==> src/rtl/ibex_ex_issue_ctrl_if.sv <==
// Signal bundle between the ID-side issue controller and its neighbours
// (ID stage, execution block, writeback). clk/reset stay as plain ports.
interface ibex_ex_issue_ctrl_if;
    logic        instr_valid_i;
    logic        instr_mult_i;
    logic        instr_div_i;
    logic        flush_i;
    logic        wb_ready_i;
    logic        ex_valid_i;
    logic        imd_val_we_i;
    logic [33:0] imd_val_d_i;

    logic [33:0] imd_val_q_o;
    logic        mult_en_o;
    logic        div_en_o;
    logic        mult_sel_o;
    logic        div_sel_o;
    logic        alu_instr_first_cycle_o;
    logic        multdiv_ready_id_o;
    logic        instr_done_o;
    logic        id_stall_o;
    logic [31:0] perf_ex_stall_cnt_o;

    // Surrounding pipeline side: presents instructions and EX results.
    modport master (
        output instr_valid_i, instr_mult_i, instr_div_i, flush_i,
               wb_ready_i, ex_valid_i, imd_val_we_i, imd_val_d_i,
        input  imd_val_q_o, mult_en_o, div_en_o, mult_sel_o, div_sel_o,
               alu_instr_first_cycle_o, multdiv_ready_id_o, instr_done_o,
               id_stall_o, perf_ex_stall_cnt_o
    );

    // Issue controller side.
    modport slave (
        input  instr_valid_i, instr_mult_i, instr_div_i, flush_i,
               wb_ready_i, ex_valid_i, imd_val_we_i, imd_val_d_i,
        output imd_val_q_o, mult_en_o, div_en_o, mult_sel_o, div_sel_o,
               alu_instr_first_cycle_o, multdiv_ready_id_o, instr_done_o,
               id_stall_o, perf_ex_stall_cnt_o
    );
endinterface

==> src/rtl/ibex_ex_issue_ctrl.sv <==
// ID-side issue controller for the execution block: sequences multi-cycle ops,
// owns the 34-bit intermediate register. Optional stall counter: IBEX_EX_ISSUE_PERF_EN.
module ibex_ex_issue_ctrl #(
    parameter bit RV32M = 1'b1
) (
    input  logic                 clk_i,
    input  logic                 rst_ni,
    ibex_ex_issue_ctrl_if.slave  ex_bus
);

    typedef enum logic [1:0] {
        IDLE = 2'd0,
        BUSY = 2'd1,
        KILL = 2'd2
    } state_e;

    state_e      state_reg;
    state_e      state_next;
    logic [33:0] imd_val_reg;

    logic fire;
    logic done;
    logic is_mult;
    logic is_div;
    logic mult_sel;
    logic div_sel;
    logic first_cycle;
    logic id_stall;
    logic multdiv_ready;

    // Without the M extension, mult/div decode bits are ignored entirely so the
    // instruction flows through as a plain ALU op.
    generate
        if (RV32M) begin : g_multdiv
            assign is_mult = ex_bus.instr_mult_i;
            assign is_div  = ex_bus.instr_div_i;
        end else begin : g_no_multdiv
            assign is_mult = 1'b0;
            assign is_div  = 1'b0;
        end
    endgenerate

    // ------------------------------------------------------------------
    // State register
    // ------------------------------------------------------------------
    always_ff @(posedge clk_i or negedge rst_ni) begin
        if (!rst_ni) begin
            state_reg <= IDLE;
        end else begin
            state_reg <= state_next;
        end
    end

    // ------------------------------------------------------------------
    // Next state and control outputs
    // ------------------------------------------------------------------
    always_comb begin
        fire          = 1'b0;
        done          = 1'b0;
        mult_sel      = 1'b0;
        div_sel       = 1'b0;
        first_cycle   = 1'b0;
        id_stall      = 1'b0;
        multdiv_ready = 1'b0;
        state_next    = state_reg;

        // KILL masks the held instruction for one cycle so the multdiv FSM
        // sees its enables drop and returns to idle before re-issue.
        fire          = ex_bus.instr_valid_i & ~ex_bus.flush_i & (state_reg != KILL);
        done          = fire & ex_bus.ex_valid_i & ex_bus.wb_ready_i;
        mult_sel      = fire & is_mult;
        div_sel       = fire & is_div;
        first_cycle   = fire & (state_reg == IDLE);
        id_stall      = ex_bus.instr_valid_i & ~done;
        multdiv_ready = ex_bus.wb_ready_i & ~ex_bus.flush_i;

        unique case (state_reg)
            IDLE: begin
                if (ex_bus.flush_i) begin
                    state_next = KILL;
                end else if (fire && !done) begin
                    state_next = BUSY;
                end
            end
            BUSY: begin
                if (done) begin
                    state_next = IDLE;
                end else if (ex_bus.flush_i) begin
                    state_next = KILL;
                end
            end
            KILL: begin
                state_next = IDLE;
            end
            default: begin
                state_next = IDLE;
            end
        endcase
    end

    assign ex_bus.instr_done_o            = done;
    assign ex_bus.id_stall_o              = id_stall;
    assign ex_bus.mult_sel_o              = mult_sel;
    assign ex_bus.div_sel_o               = div_sel;
    assign ex_bus.mult_en_o               = mult_sel;
    assign ex_bus.div_en_o                = div_sel;
    assign ex_bus.alu_instr_first_cycle_o = first_cycle;
    assign ex_bus.multdiv_ready_id_o      = multdiv_ready;

    // ------------------------------------------------------------------
    // Intermediate value register: survives flush and retire on purpose,
    // EX overwrites it before any instruction reads it.
    // ------------------------------------------------------------------
    always_ff @(posedge clk_i or negedge rst_ni) begin
        if (!rst_ni) begin
            imd_val_reg <= 34'd0;
        end else if (ex_bus.imd_val_we_i && fire) begin
            imd_val_reg <= ex_bus.imd_val_d_i;
        end
    end

    assign ex_bus.imd_val_q_o = imd_val_reg;

    // ------------------------------------------------------------------
    // EX stall cycle counter (saturating)
    // ------------------------------------------------------------------
`ifdef IBEX_EX_ISSUE_PERF_EN
    logic [31:0] perf_cnt_reg;
    logic        perf_inc;

    assign perf_inc = ex_bus.instr_valid_i & ~done & ~ex_bus.flush_i;

    always_ff @(posedge clk_i or negedge rst_ni) begin
        if (!rst_ni) begin
            perf_cnt_reg <= 32'd0;
        end else if (perf_inc && (perf_cnt_reg != 32'hFFFF_FFFF)) begin
            perf_cnt_reg <= perf_cnt_reg + 32'd1;
        end
    end

    assign ex_bus.perf_ex_stall_cnt_o = perf_cnt_reg;
`else
    assign ex_bus.perf_ex_stall_cnt_o = 32'd0;
`endif

    // ------------------------------------------------------------------
    // Structural invariants
    // ------------------------------------------------------------------
    a_kill_one_cycle : assert property (
        @(posedge clk_i) disable iff (!rst_ni)
        (state_reg == KILL) |=> (state_reg == IDLE)
    );

    a_no_done_in_kill : assert property (
        @(posedge clk_i) disable iff (!rst_ni)
        (state_reg == KILL) |-> !done
    );

    a_state_legal : assert property (
        @(posedge clk_i) disable iff (!rst_ni)
        state_reg inside {IDLE, BUSY, KILL}
    );

endmodule

==> src/flat_wrapper.sv <==
// flat-port wrapper written by rule: the top's interface ports become plain ports
module ibex_ex_issue_ctrl_flat 
#(
    parameter bit RV32M = 1'b1
)
  (clk_i, rst_ni, ex_bus_instr_valid_i, ex_bus_instr_mult_i, ex_bus_instr_div_i, ex_bus_flush_i, ex_bus_wb_ready_i, ex_bus_ex_valid_i, ex_bus_imd_val_we_i, ex_bus_imd_val_d_i, ex_bus_imd_val_q_o, ex_bus_mult_en_o, ex_bus_div_en_o, ex_bus_mult_sel_o, ex_bus_div_sel_o, ex_bus_alu_instr_first_cycle_o, ex_bus_multdiv_ready_id_o, ex_bus_instr_done_o, ex_bus_id_stall_o, ex_bus_perf_ex_stall_cnt_o);
  ibex_ex_issue_ctrl_if ex_bus_i ();
  input  logic clk_i;
  input  logic rst_ni;
  input wire logic [$bits(ex_bus_i.instr_valid_i)-1:0] ex_bus_instr_valid_i;
  input wire logic [$bits(ex_bus_i.instr_mult_i)-1:0] ex_bus_instr_mult_i;
  input wire logic [$bits(ex_bus_i.instr_div_i)-1:0] ex_bus_instr_div_i;
  input wire logic [$bits(ex_bus_i.flush_i)-1:0] ex_bus_flush_i;
  input wire logic [$bits(ex_bus_i.wb_ready_i)-1:0] ex_bus_wb_ready_i;
  input wire logic [$bits(ex_bus_i.ex_valid_i)-1:0] ex_bus_ex_valid_i;
  input wire logic [$bits(ex_bus_i.imd_val_we_i)-1:0] ex_bus_imd_val_we_i;
  input wire logic [$bits(ex_bus_i.imd_val_d_i)-1:0] ex_bus_imd_val_d_i;
  output wire logic [$bits(ex_bus_i.imd_val_q_o)-1:0] ex_bus_imd_val_q_o;
  output wire logic [$bits(ex_bus_i.mult_en_o)-1:0] ex_bus_mult_en_o;
  output wire logic [$bits(ex_bus_i.div_en_o)-1:0] ex_bus_div_en_o;
  output wire logic [$bits(ex_bus_i.mult_sel_o)-1:0] ex_bus_mult_sel_o;
  output wire logic [$bits(ex_bus_i.div_sel_o)-1:0] ex_bus_div_sel_o;
  output wire logic [$bits(ex_bus_i.alu_instr_first_cycle_o)-1:0] ex_bus_alu_instr_first_cycle_o;
  output wire logic [$bits(ex_bus_i.multdiv_ready_id_o)-1:0] ex_bus_multdiv_ready_id_o;
  output wire logic [$bits(ex_bus_i.instr_done_o)-1:0] ex_bus_instr_done_o;
  output wire logic [$bits(ex_bus_i.id_stall_o)-1:0] ex_bus_id_stall_o;
  output wire logic [$bits(ex_bus_i.perf_ex_stall_cnt_o)-1:0] ex_bus_perf_ex_stall_cnt_o;
  assign ex_bus_i.instr_valid_i = ex_bus_instr_valid_i;
  assign ex_bus_i.instr_mult_i = ex_bus_instr_mult_i;
  assign ex_bus_i.instr_div_i = ex_bus_instr_div_i;
  assign ex_bus_i.flush_i = ex_bus_flush_i;
  assign ex_bus_i.wb_ready_i = ex_bus_wb_ready_i;
  assign ex_bus_i.ex_valid_i = ex_bus_ex_valid_i;
  assign ex_bus_i.imd_val_we_i = ex_bus_imd_val_we_i;
  assign ex_bus_i.imd_val_d_i = ex_bus_imd_val_d_i;
  assign ex_bus_imd_val_q_o = ex_bus_i.imd_val_q_o;
  assign ex_bus_mult_en_o = ex_bus_i.mult_en_o;
  assign ex_bus_div_en_o = ex_bus_i.div_en_o;
  assign ex_bus_mult_sel_o = ex_bus_i.mult_sel_o;
  assign ex_bus_div_sel_o = ex_bus_i.div_sel_o;
  assign ex_bus_alu_instr_first_cycle_o = ex_bus_i.alu_instr_first_cycle_o;
  assign ex_bus_multdiv_ready_id_o = ex_bus_i.multdiv_ready_id_o;
  assign ex_bus_instr_done_o = ex_bus_i.instr_done_o;
  assign ex_bus_id_stall_o = ex_bus_i.id_stall_o;
  assign ex_bus_perf_ex_stall_cnt_o = ex_bus_i.perf_ex_stall_cnt_o;
  ibex_ex_issue_ctrl #(.RV32M(RV32M)) u_core (.clk_i(clk_i), .rst_ni(rst_ni), .ex_bus(ex_bus_i));
endmodule
==> config.mk <==
export PLATFORM = sky130hd
export DESIGN_NAME = ibex_ex_issue_ctrl_flat
export DESIGN_NICKNAME = d
export VERILOG_FILES = /design/src/rtl/ibex_ex_issue_ctrl_if.sv /design/src/rtl/ibex_ex_issue_ctrl.sv /design/src/flat_wrapper.sv
export SDC_FILE = /design/constraint.sdc
export NUM_CORES = 1
export LEC_CHECK = 0
export CORE_UTILIZATION = 33
export DETAILED_ROUTE_END_ITERATION = 6
export GPL_TIMING_DRIVEN = 0
export PLACE_DENSITY = 0.77
export SLEW_MARGIN = 20
export SYNTH_ARGS = -nofsm -noshare
export SYNTH_HDL_FRONTEND = slang
export SYNTH_SLANG_ARGS = --single-unit
==> constraint.sdc <==
create_clock -name clk_i -period 1.3 [get_ports clk_i]
set_input_delay 0.26 -clock clk_i [delete_from_list [all_inputs] [get_ports clk_i]]
set_output_delay 0.26 -clock clk_i [all_outputs]
set_load 0.005 [all_outputs]
==> metrics.cfg <==
[setup_path]
cpMostUsedCell=buf_6
cp.depth=6
critPathBufInv=4
cp_slowest_stage_delay_ns=0.43
endpoint_kind=register
cp_cell_sequence=buf_6 -> buf_6 -> o211ai_4 -> buf_12 -> clkbuf_16 -> mux2_4
reg2reg_depth=6
worstPathRequired_ns=1.47
critPathLaunchType=register
cp.arrival_ns=1.75
critPathMaxFanout=8
crit_type=reg -> reg
worst_path_dominant_cell_family=buffers and inverters
critPathSlowestCell=dfrtp_2

[power]
power_frac_seq=0.408
power_switching_uw=882
p_leak_nw=1.70
intPower_mw=2.79
p_comb_frac=0.326
p_clk_frac=0.266
ir_drop_v=0.000573
finalPower_mw=3.67
p_sw_frac=0.240
power.density_nw_per_um2=1140

[floorplan]
die_x_um=76.4
initial_core_util=0.351
dieArea_um2=5840
core_um2=5200
die_h_um=76.4
placementRows=26
ios=117

[logic_synthesis]
synth_top_area_cell=dfrtp_1
syn_area_per_cell_um2=14.7
synth_area_um2=1830
ys_seq_area_frac=0.493
ys_warn_count=0
synth.area.top_cells=dfrtp_1, mux2_4, buf_4, buf_12, mux2_2
synthDominantCellAreaShare=0.493
netlist_instances=124
ys_ff_latch=36
synth.distinct_cells=18

[global_routing]
grt_pass1_wl_um=6560
antenna_found_initial=0
grt_usage=0.146
grt_overflow=0
first_global_vias=1330
grt_max_degree=20

[layout]
nets=313
utilization=0.619
area_growth_syn_to_layout_pct=76.5
final_cells=341
drive_above_1_share=0.446
antenna_cells=0
final_cell_mix=buf_4, clkdlybuf4s50_1, dlygate4sd2_1, dfrtp_1, conb_1
final_cell_area_um2=3220
final_common_cell=buf_4
largest_reg_flops=34

[routing]
drt_iter0_drc=24
postRouteAntennaNets=0
via_per_inst=3.94
drt_pre_antenna_iters=4
wirelength_um=4190
wl_per_cell_um=12.3
drcViolationCount=0
vias=1344

[timing]
period_share=1.22
fin_crit_ns=1.58
whs_ns=0.252
setup_violations=41
layout_setup_ws_ns=-0.281
timing.clock.skew_ns=0.00682
hold_violations=0
rsz0062_at_grt=yes
setup_tns_ns=-10.04
maxSlewViolCount=0
fmax_mhz=632

[status]
violations=setup timing
status=finished with violations

[clocking]
cts_inserted_buffers=5
ctsLongestPathBuffers=2
clk_latency_ns=0.29
clock_sinks=36
htreeDepth=2
cts-root-buf=clkbuf_8
cts_tree=yes
path_clk_slew_ns=0.07

[placement]
dp.cells=310
dp_worst_setup_slack_ns=-0.850
port_buffers=84
dpl_cell_area_um2=2890
gp_congestion=0.678

[run]
maxCapViolCount=0

[hold_path]
min_path_cells=2
min_path_type=in -> reg

[synthesized netlist by cell type]
library cell	count
mux2_2	4
and2b_2	2
o21ai_0	2
buf_12	3
mux2_4	30
nor2_1	1
buf_4	34
and2_1	2
o21a_1	2
inv_2	1
conb_1	1
o211ai_4	1
nor2b_1	1
nor3_1	1
nor3b_1	1
dfrtp_1	36
nand3_1	1
nand2_1	1
[final timing paths]
path | endpoint | start | slack [ns]
max | u_core.ex_bus.imd_val_q_o[20]$_DFFE_PN0P_ | u_core.state_reg[0]$_DFFE_PN0P_ | -0.28
min | u_core.state_reg[0]$_DFFE_PN0P_ | ex_bus_flush_i | 0.25
max reg2reg | u_core.ex_bus.imd_val_q_o[20]$_DFFE_PN0P_ | u_core.state_reg[0]$_DFFE_PN0P_ | -0.28
min reg2reg | u_core.ex_bus.imd_val_q_o[26]$_DFFE_PN0P_ | u_core.ex_bus.imd_val_q_o[26]$_DFFE_PN0P_ | 0.51
max in group asynchronous | u_core.state_reg[0]$_DFFE_PN0P_ | rst_ni | 0.39
min in group asynchronous | u_core.ex_bus.imd_val_q_o[29]$_DFFE_PN0P_ | rst_ni | 0.45
[power by group through the flow]
stage / logic, mW / registers, mW / clock network (mW)
5_1_grt: 1.28 / 1.53 / 1.06
2_1_floorplan: 0.492 / 1.54 / 0
3_5_place_dp: 1.24 / 1.52 / 0
4_1_cts: 1.18 / 1.49 / 1.01
3_3_place_gp: 1.21 / 1.51 / 0
6_report: 1.20 / 1.50 / 0.975
[area by class of cell]
cell class                 instances  area (µm²)
buffer                            37         319
clock buffer                       5        68.8
clock inverter                     3        42.5
fill                             435        1980
inverter                           1        3.75
multi-input combinational         81         737
sequential                        36         902
tap                               70        87.6
timing repair buffer             108        1060
[per-layer routing]
metal | up-vias | GRT usage | part of all wire
met5 | - | 0 | 0
met4 | 0 | 0.0635 | 0.017
met3 | 8 | 0.0419 | 0.062
met2 | 62 | 0.254 | 0.52
met1 | 632 | 0.167 | 0.40
li1 | 642 | - | -
[cell families after synthesis]
kind of cell	share of synthesized area
buf+inv	0.175
compound gates	0.0253
flops	0.493
mux	0.271
simple gates	0.0336
other cells	0.00205
[repair_timing]
item                                    4_1_cts  5_1_grt
setup buffers                                17        2
endpoints found under the setup margin       76       41
gates resized for setup                      86        0
pin swaps                                     5        3
hold buffers                                  1        0
endpoints found under the hold margin        17        0
gates cloned                                  1        2
(Power assumes the default switching activity.)
